<file path="src/rtl/stereo_pkg.sv">
// Shared types and sizing for the stereo SAD disparity search.
// Block is 6 rows of 48 bits, with six 8-bit pixels per row.
package stereo_pkg;
    localparam int BLOCK_SIZE = 6;
    localparam int PIX_W      = 8;
    localparam int WORD_W     = 48;
    localparam int SAD_W      = 14;
    localparam int ROW_SAD_W  = 11;
    localparam int MAX_DISP   = 40;
    localparam int DISP_W     = $clog2(MAX_DISP);

    typedef logic [BLOCK_SIZE-1:0][WORD_W-1:0] block_t;

    typedef enum logic [1:0] {
        IDLE    = 2'd0,
        ACCUM   = 2'd1,
        COMPARE = 2'd2
    } sad_state_t;
endpackage

</file>
<file path="src/rtl/sad_row_unit.sv">
// Combinational row SAD: six absolute pixel differences summed to 11 bits.
// Each difference is formed in 9 bits and truncated to 8 bits before summing.
module sad_row_unit
    import stereo_pkg::*;
(
    input  logic [WORD_W-1:0]    row_a_i,
    input  logic [WORD_W-1:0]    row_b_i,
    output logic [ROW_SAD_W-1:0] sad_o
);
    logic [PIX_W:0]   diff;
    logic [PIX_W-1:0] abs_diff;

    always_comb begin
        sad_o    = '0;
        diff     = '0;
        abs_diff = '0;
        for (int k = 0; k < BLOCK_SIZE; k++) begin
            diff     = {1'b0, row_a_i[k*PIX_W +: PIX_W]} - {1'b0, row_b_i[k*PIX_W +: PIX_W]};
            abs_diff = diff[PIX_W] ? PIX_W'(-diff) : diff[PIX_W-1:0];
            sad_o    = sad_o + {3'b000, abs_diff};
        end
    end
endmodule

</file>
<file path="src/rtl/sad_disparity_search.sv">
// Scores a sequence of right candidate blocks against one left block by SAD, one row per cycle,
// and reports the index of the minimum-SAD candidate (earliest wins on ties) when the search ends.
module sad_disparity_search
    import stereo_pkg::*;
(
    input  logic                          clk_in,
    input  logic                          rst_n_in,
    input  logic                          valid_in,
    input  logic                          first_in,
    input  logic                          last_in,
    input  logic [5:0][47:0]              left_block,
    input  logic [5:0][47:0]              right_block,
    output logic                          ready_out,
    output logic                          valid_out,
    output logic [DISP_W-1:0]             disparity_out,
    output logic [SAD_W-1:0]              sad_out,
    output logic                          drop_err_out
);
    localparam logic [2:0]        ROW_LAST = 3'(BLOCK_SIZE - 1);
    localparam logic [DISP_W-1:0] CAND_CAP = DISP_W'(MAX_DISP - 1);

    sad_state_t        state_q, state_d;
    block_t            left_q, right_q;
    logic              last_q;
    logic              open_q;
    logic [2:0]        row_q;
    logic [SAD_W-1:0]  acc_q;
    logic [DISP_W-1:0] cand_idx_q;
    logic [SAD_W-1:0]  best_sad_q;
    logic [DISP_W-1:0] best_idx_q;
    logic              valid_q;
    logic [DISP_W-1:0] disp_q;
    logic [SAD_W-1:0]  sad_q;
    logic              drop_q;

    logic [ROW_SAD_W-1:0] row_sad;
    logic                 better;
    logic                 final_cand;
    logic [SAD_W-1:0]     best_sad_d;
    logic [DISP_W-1:0]    best_idx_d;

    sad_row_unit u_row (
        .row_a_i (left_q[row_q]),
        .row_b_i (right_q[row_q]),
        .sad_o   (row_sad)
    );

    // Strict compare so an equal SAD keeps the earlier candidate.
    assign better     = acc_q < best_sad_q;
    assign best_sad_d = better ? acc_q : best_sad_q;
    assign best_idx_d = better ? cand_idx_q : best_idx_q;
    assign final_cand = last_q || (cand_idx_q == CAND_CAP);

    always_comb begin
        state_d = state_q;
        case (state_q)
            IDLE:    if (valid_in) state_d = ACCUM;
            ACCUM:   if (row_q == ROW_LAST) state_d = COMPARE;
            COMPARE: state_d = IDLE;
            default: state_d = IDLE;
        endcase
    end

    always_ff @(posedge clk_in or negedge rst_n_in) begin
        if (!rst_n_in) begin
            state_q    <= IDLE;
            left_q     <= '0;
            right_q    <= '0;
            last_q     <= 1'b0;
            open_q     <= 1'b0;
            row_q      <= '0;
            acc_q      <= '0;
            cand_idx_q <= '0;
            best_sad_q <= '0;
            best_idx_q <= '0;
            valid_q    <= 1'b0;
            disp_q     <= '0;
            sad_q      <= '0;
            drop_q     <= 1'b0;
        end else begin
            state_q <= state_d;
            valid_q <= 1'b0;
            if (valid_in && state_q != IDLE) drop_q <= 1'b1;
            case (state_q)
                IDLE: if (valid_in) begin
                    left_q  <= left_block;
                    right_q <= right_block;
                    last_q  <= last_in;
                    acc_q   <= '0;
                    row_q   <= '0;
                    open_q  <= 1'b1;
                    // A stray non-first candidate with no search open starts a fresh search.
                    if (first_in || !open_q) begin
                        cand_idx_q <= '0;
                        best_sad_q <= '1;
                    end
                end
                ACCUM: begin
                    acc_q <= acc_q + {3'b000, row_sad};
                    row_q <= row_q + 3'd1;
                end
                COMPARE: begin
                    best_sad_q <= best_sad_d;
                    best_idx_q <= best_idx_d;
                    if (final_cand) begin
                        disp_q  <= best_idx_d;
                        sad_q   <= best_sad_d;
                        valid_q <= 1'b1;
                        open_q  <= 1'b0;
                    end else begin
                        cand_idx_q <= cand_idx_q + 1'b1;
                    end
                end
                default: ;
            endcase
        end
    end

    assign ready_out     = (state_q == IDLE);
    assign valid_out     = valid_q;
    assign disparity_out = disp_q;
    assign sad_out       = sad_q;
    assign drop_err_out  = drop_q;
endmodule
</file>
<file path="config.mk">
export PLATFORM = sky130hd
export DESIGN_NAME = sad_disparity_search
export DESIGN_NICKNAME = d
export VERILOG_FILES = /design/src/rtl/stereo_pkg.sv /design/src/rtl/sad_row_unit.sv /design/src/rtl/sad_disparity_search.sv
export SDC_FILE = /design/constraint.sdc
export NUM_CORES = 2
export LEC_CHECK = 0
export ABC_AREA = 1
export CORE_ASPECT_RATIO = 0.9
export CORE_MARGIN = 1.5
export CORE_UTILIZATION = 58
export CTS_BUF_LIST = sky130_fd_sc_hd__clkbuf_8 sky130_fd_sc_hd__clkbuf_16
export CTS_CLUSTER_SIZE = 25
export DETAILED_ROUTE_END_ITERATION = 10
export GPL_TIMING_DRIVEN = 0
export PLACE_DENSITY_LB_ADDON = 0.25
export SYNTH_ARGS = -nofsm -noshare
export SYNTH_HDL_FRONTEND = slang
export SYNTH_SLANG_ARGS = --single-unit
</file>
<file path="constraint.sdc">
create_clock -name clk_in -period 13.6 [get_ports clk_in]
set_input_delay 1.36 -clock clk_in [delete_from_list [all_inputs] [get_ports clk_in]]
set_output_delay 1.36 -clock clk_in [all_outputs]
set_load 0.02 [all_outputs]
</file>
* Yosys cells after proc, flatten, opt, wreduce, memory -nomap -nowiden
Cells that the tools add are included.
** Storage, ports and cells
- Bits in registers :: 645
- Bits of input ports :: 581
- Output and inout port bits :: 23
- Word-level logic and storage cells :: 101
** Cells by class
- Add/subtract/negate cells :: 20
- $lt $le $gt $ge :: 2
- Equality and inequality tests :: 9
- Multiplexer cells :: 31
- Reduce and logical (&&, ||, !) cells :: 15
** Operators with widths (count)
- $bmux 48 s3 :: 2
- $mux 48 :: 2
- $mux 14 :: 4
- $pmux 14 s2 :: 2
- $sub 8x8->9 :: 6
- $mux 8 :: 6
- $neg 8->8 :: 6
- $add 11x8->11 :: 4
- $mux 6 :: 4
- $add 14x11->14 :: 1
- $lt 14x14->1 :: 1
- $pmux 6 s2 :: 1
- $add 8x8->9 :: 1
- $ne 2x2->1 const B :: 4
- $reduce_and 2->1 :: 4
- $add 6x1->6 const B :: 1
- $eq 6x6->1 const B :: 1
- $pmux 3 s2 :: 1
- $reduce_and 3->1 :: 2
- $reduce_bool 2->1 :: 3
- $lt 3x4->1 const B :: 1
- $mux 1 :: 4
- $mux 2 :: 2
- $pmux 2 s2 :: 1
- 12 further kinds :: 13

* Logic depth before layout (Yosys ltp)
- Depth after elaboration :: 12
- Mapped depth :: 48
- Gate-level depth less buffers :: 45

* By module
Synthesis repeated with hierarchy kept, for this count alone.
** Second synthesis, totals
- Cell total of the unflattened synthesis :: 4707
- Area, all modules :: 34608.2 um^2
** By module, submodules not included
- sad_disparity_search :: times used 1, cells an instance 3962, area an instance 30015.0 um^2
- sad_row_unit :: times used 1, cells an instance 745, area an instance 4593.2 um^2

* Worst setup path before layout
OpenSTA, ideal clock, no wires.
- Path type :: register to register
- Start point :: reg row_q[0]
- End point :: reg acc_q[12]
- Setup time :: 0.113 ns
- Arrival time :: 7.419 ns
- Data required time :: 13.487 ns
- Slack :: 6.068 ns
- Stages on the path, launching flop included :: 44
- Buffers on the path :: 3
- Clock period less this slack :: 7.532 ns
- Path through :: dfrtp_1 > buf_2 > inv_2 > buf_4 > clkbuf_1 > nor2_1 > o22ai_1 > a2bb2oi_1 > ha_1 > fa_1 > inv_1 > nand3_1 > nand2_1 > nand2_1 > nand2_1 > nand2_1 > nand2_1 > inv_1 > (+8 left out) > fa_1 > fa_1 > inv_1 > ha_1 > a21oi_1 > o311ai_0 > xor2_1 > ha_1 > nand2_1 > nand2_1 > inv_1 > nor2_1 > o21ai_0 > nand3_1 > nand2_1 > o21ai_0 > nand2_1 > inv_1
** On the way
- Cells in the longest elaborated chain, start to end :: 12
- Elaborated cells on any way between the ends :: 29
- Those cells by class :: 18 x add/sub; 11 x mux
** RTL lines
- from (decl) :: line sad_disparity_search.sv:26 : logic [2:0] row_q;
- from (signal assigned) :: line sad_disparity_search.sv:100 : row_q <= row_q + 3'd1;
- $bmux 48 s3, on equally long branches :: line sad_disparity_search.sv:43, sad_disparity_search.sv:44
- $mux 48, on equally long branches :: line sad_disparity_search.sv:43, sad_disparity_search.sv:44
- $sub 8x8->9 :: line sad_row_unit.sv:18 : diff = {1'b0, row_a_i[k*PIX_W +: PIX_W]} - {1'b0, row_b_i[k*PIX_W +: PIX_W]};
- $neg 8->8 :: line sad_row_unit.sv:19 : abs_diff = diff[PIX_W] ? PIX_W'(-diff) : diff[PIX_W-1:0];
- $mux 8 :: line sad_row_unit.sv:19
- $add 8x8->9 :: line sad_row_unit.sv:20 : sad_o = sad_o + {3'b000, abs_diff};
- $add 11x8->11 (3 in a row) :: line sad_row_unit.sv:20
- $add 11x8->11 * :: line sad_row_unit.sv:20
- $add 14x11->14 * :: line sad_disparity_search.sv:99 : acc_q <= acc_q + {3'b000, row_sad};
- $pmux 14 s2 * :: line sad_disparity_search.sv:84 : case (state_q)
- to (signal assigned) :: line sad_disparity_search.sv:99
- to (decl) :: line sad_disparity_search.sv:27 : logic [SAD_W-1:0] acc_q;
Every way passes the cells marked *; elsewhere a longest branch is shown, timed or not. The select of a mux whose other input is x is not followed.
A chain may end at the register's enable or synchronous reset.

* Worst setup path in the final report
Same ends and word-level chain as after synthesis.

==> results.cfg <==
[finish]
final_layout_size_suffix_gt1_share_pct = 5.40
fillers = 4525
synthToLayoutAreaGrowth_pct = 26.9
seq_area_um2 = 16100
multiInputGateArea_um2 = 16400
final_nets = 6091

[synth]
async_flop_share_pct = 100
synth_seq_cells = 645
synth.most_common_cell = nand2_1
synth_area_um2 = 34800
yosysUniqueCellTypes = 43
syn_inst = 4699
synth_area_leader_cell = dfrtp_1
ys_warn_count = 0
synth_nets = 5415
synthDominantCellAreaShare_pct = 46.4
avgSynthCellArea_um2 = 7.41
synth_area_leaders = dfrtp_1 46%, nand2_1 23%, o21ai_0 4.9%
netlist_top_cells_count = 2153 x nand2_1, 645 x dfrtp_1, 358 x nor2_1
yosysSeqAreaShare_pct = 46.4
synth_edf_count = 0
synth_flop_cell = dfrtp_1

[setup_path]
path_delay_family = adder cells
critPathLaunchType = flip-flop
r2r_start = row_q[0]$_DFFE_PN0P_
critPathKind = reg -> reg
crit_slowest_cell = clkbuf_1
cp_max_fo = 10
crit_path_end_kind = flip-flop
critPathLaunch = row_q[0]$_DFFE_PN0P_
max_stage_delay_ns = 0.76
crit_top_cell = nand2_1
crit_arrival_ns = 10.36
critPathBufInv = 9
worstPathRequired_ns = 14.16

[timing]
setup_viol = 0
fin_crit_ns = 9.80
finalClockSkew_ns = 0.0299
slew_headroom_pct = 21.2
rsz0062_at_grt = no
max_freq_mhz = 102
worstMarginPinSlew_ns = 1.18
fin_tns_setup_ns = 0
report.final.slew_viol_count = 0
post-route-period-util_pct = 72.1
hold_viol = 0

[global_route]
grt_start_max_net_pins = 128
antenna_found_initial = 13
overflow = 0
grt_pass1_wl_um = 205000
grt_pass1_vias = 34801
groute.usage.overall_pct = 45.0

[place]
portBuffers = 603
place_congestion = 0.999
dpl.hpwl_um = 105000

[status]
outcome = finished, final reports clean

[clocking]
clkLatencyLatePin_ns = 0.64
cts_root_buf = clkbuf_16
cts.sinks = 645
cts_tree = built
clkTransAtPathRegs_ns = 0.06
cts-htree-levels = 3
cts_hold_repair.buffers = 0
cts_made_buffers = 66
cts_setup_buffers = 0
post_cts_resize_count = 0
clock_path_buffers = 3

[detailed_routing]
totalWireLength_um = 139000
wl_per_cell_um = 22.4
postRouteAntennaNets = 0
avgViaCountPerCell = 5.83
dr_total_vias = 36197
dr.pass1.iters = 6
drt-initial-drc-count = 4806
drc = 0

[hold_path]
min-delay-start = left_q[71]$_DFFE_PN0P_
hold_path_class = reg -> reg

[floorplanning]
core_region_area_um2 = 58900
dieArea_um2 = 61500
die_w_um = 261
start_util_pct = 59.1
ios = 604
die_height_um = 235
fp-row-count = 84

[job]
cap_violations = 0
## final cells by class
cell class,instances,share of cell area [%]
buffer,252,2.80
sequential,645,36.5
multi-input combinational,3532,37.2
timing repair buffer,608,14.0
tap,774,2.19
inverter,270,2.29
clock inverter,38,0.736
antenna,8,0.0453
clock buffer,81,4.26
## path summary, 6_finish.rpt
path                                       endpoint  slack, ns  cells after the start
setup reg to reg              acc_q[12]$_DFFE_PN0P_       3.80                     41
hold / removal               left_q[71]$_DFFE_PN0P_       0.47                      2
max in group asynchronous  right_q[101]$_DFFE_PN0P_      10.65                      4
min in group asynchronous   left_q[170]$_DFFE_PN0P_       0.75                      1
hold reg to reg              left_q[71]$_DFFE_PN0P_       0.47                      2
setup / recovery              acc_q[12]$_DFFE_PN0P_       3.80                     41
## routing by layer
metal  track usage [%]  share of wire, %  up-vias
li1                  -                 -    16221
met1              58.2                37    17034
met2              67.9                44     2399
met3              11.9                13      535
met4              26.7               6.8        8
met5                 0             0.032        -
## per-stage QoR
stage	instance area (um^2)	util (%)	cells	setup WS [ns]	hold WS, ns
2_1_floorplan	34800	-	4699	6.07	0.435
3_3_place_gp	41800	71.0	6076	-17.23	0.447
3_5_place_dp	41900	71.3	6081	4.17	0.453
4_1_cts	44200	75.0	6200	4.15	0.468
5_1_grt	44200	75.0	6205	3.26	0.481
6_report	44200	75.1	6208	3.80	0.465
## sequential cells by signal, summed over array words and instances, names as in the netlist
signal	cells
left_q	288
open_q	1
cand_idx_q	6
drop_err_out	1
acc_q	14
last_q	1
disparity_out	6
state_q	2
row_q	3
right_q	288
valid_out	1
best_sad_q	14
sad_out	14
best_idx_q	6
## worst reg2reg max path, delay by kind of cell, from the launching register on
kind	cells	cell delay (ns)
adders and majority gates	8	3.35
buffers and inverters	9	2.05
AOI/OAI and AO/OA	10	2.20
DFF	1	0.47
and+or+nand+nor	12	1.26
xor gates and xnor gates	2	0.45
## cell families after synthesis
logic type      share of synthesized area (%)
xor+xnor                                 1.08
flops                                    46.4
simple gates                             30.3
fa+ha+maj                                5.54
buf+inv                                  6.46
compound gates                           10.2
## cells in the final DEF, fill, tap and decap left out, types with 68 or more instances in the layout
| cell | instances |
|---|---|
| nor2_1 | 358 |
| o21ai_0 | 339 |
| ha_1 | 103 |
| o22ai_1 | 101 |
| inv_1 | 278 |
| dfrtp_1 | 645 |
| a21oi_1 | 69 |
| clkdlybuf4s50_1 | 602 |
| buf_2 | 150 |
| clkbuf_16 | 68 |
| nand2_1 | 2153 |
| clkbuf_1 | 79 |
| nand3_1 | 154 |
Power is left out: the tool's default activity adds up to more than one toggle a clock period on the data nets, which glitch-free logic cannot reach.
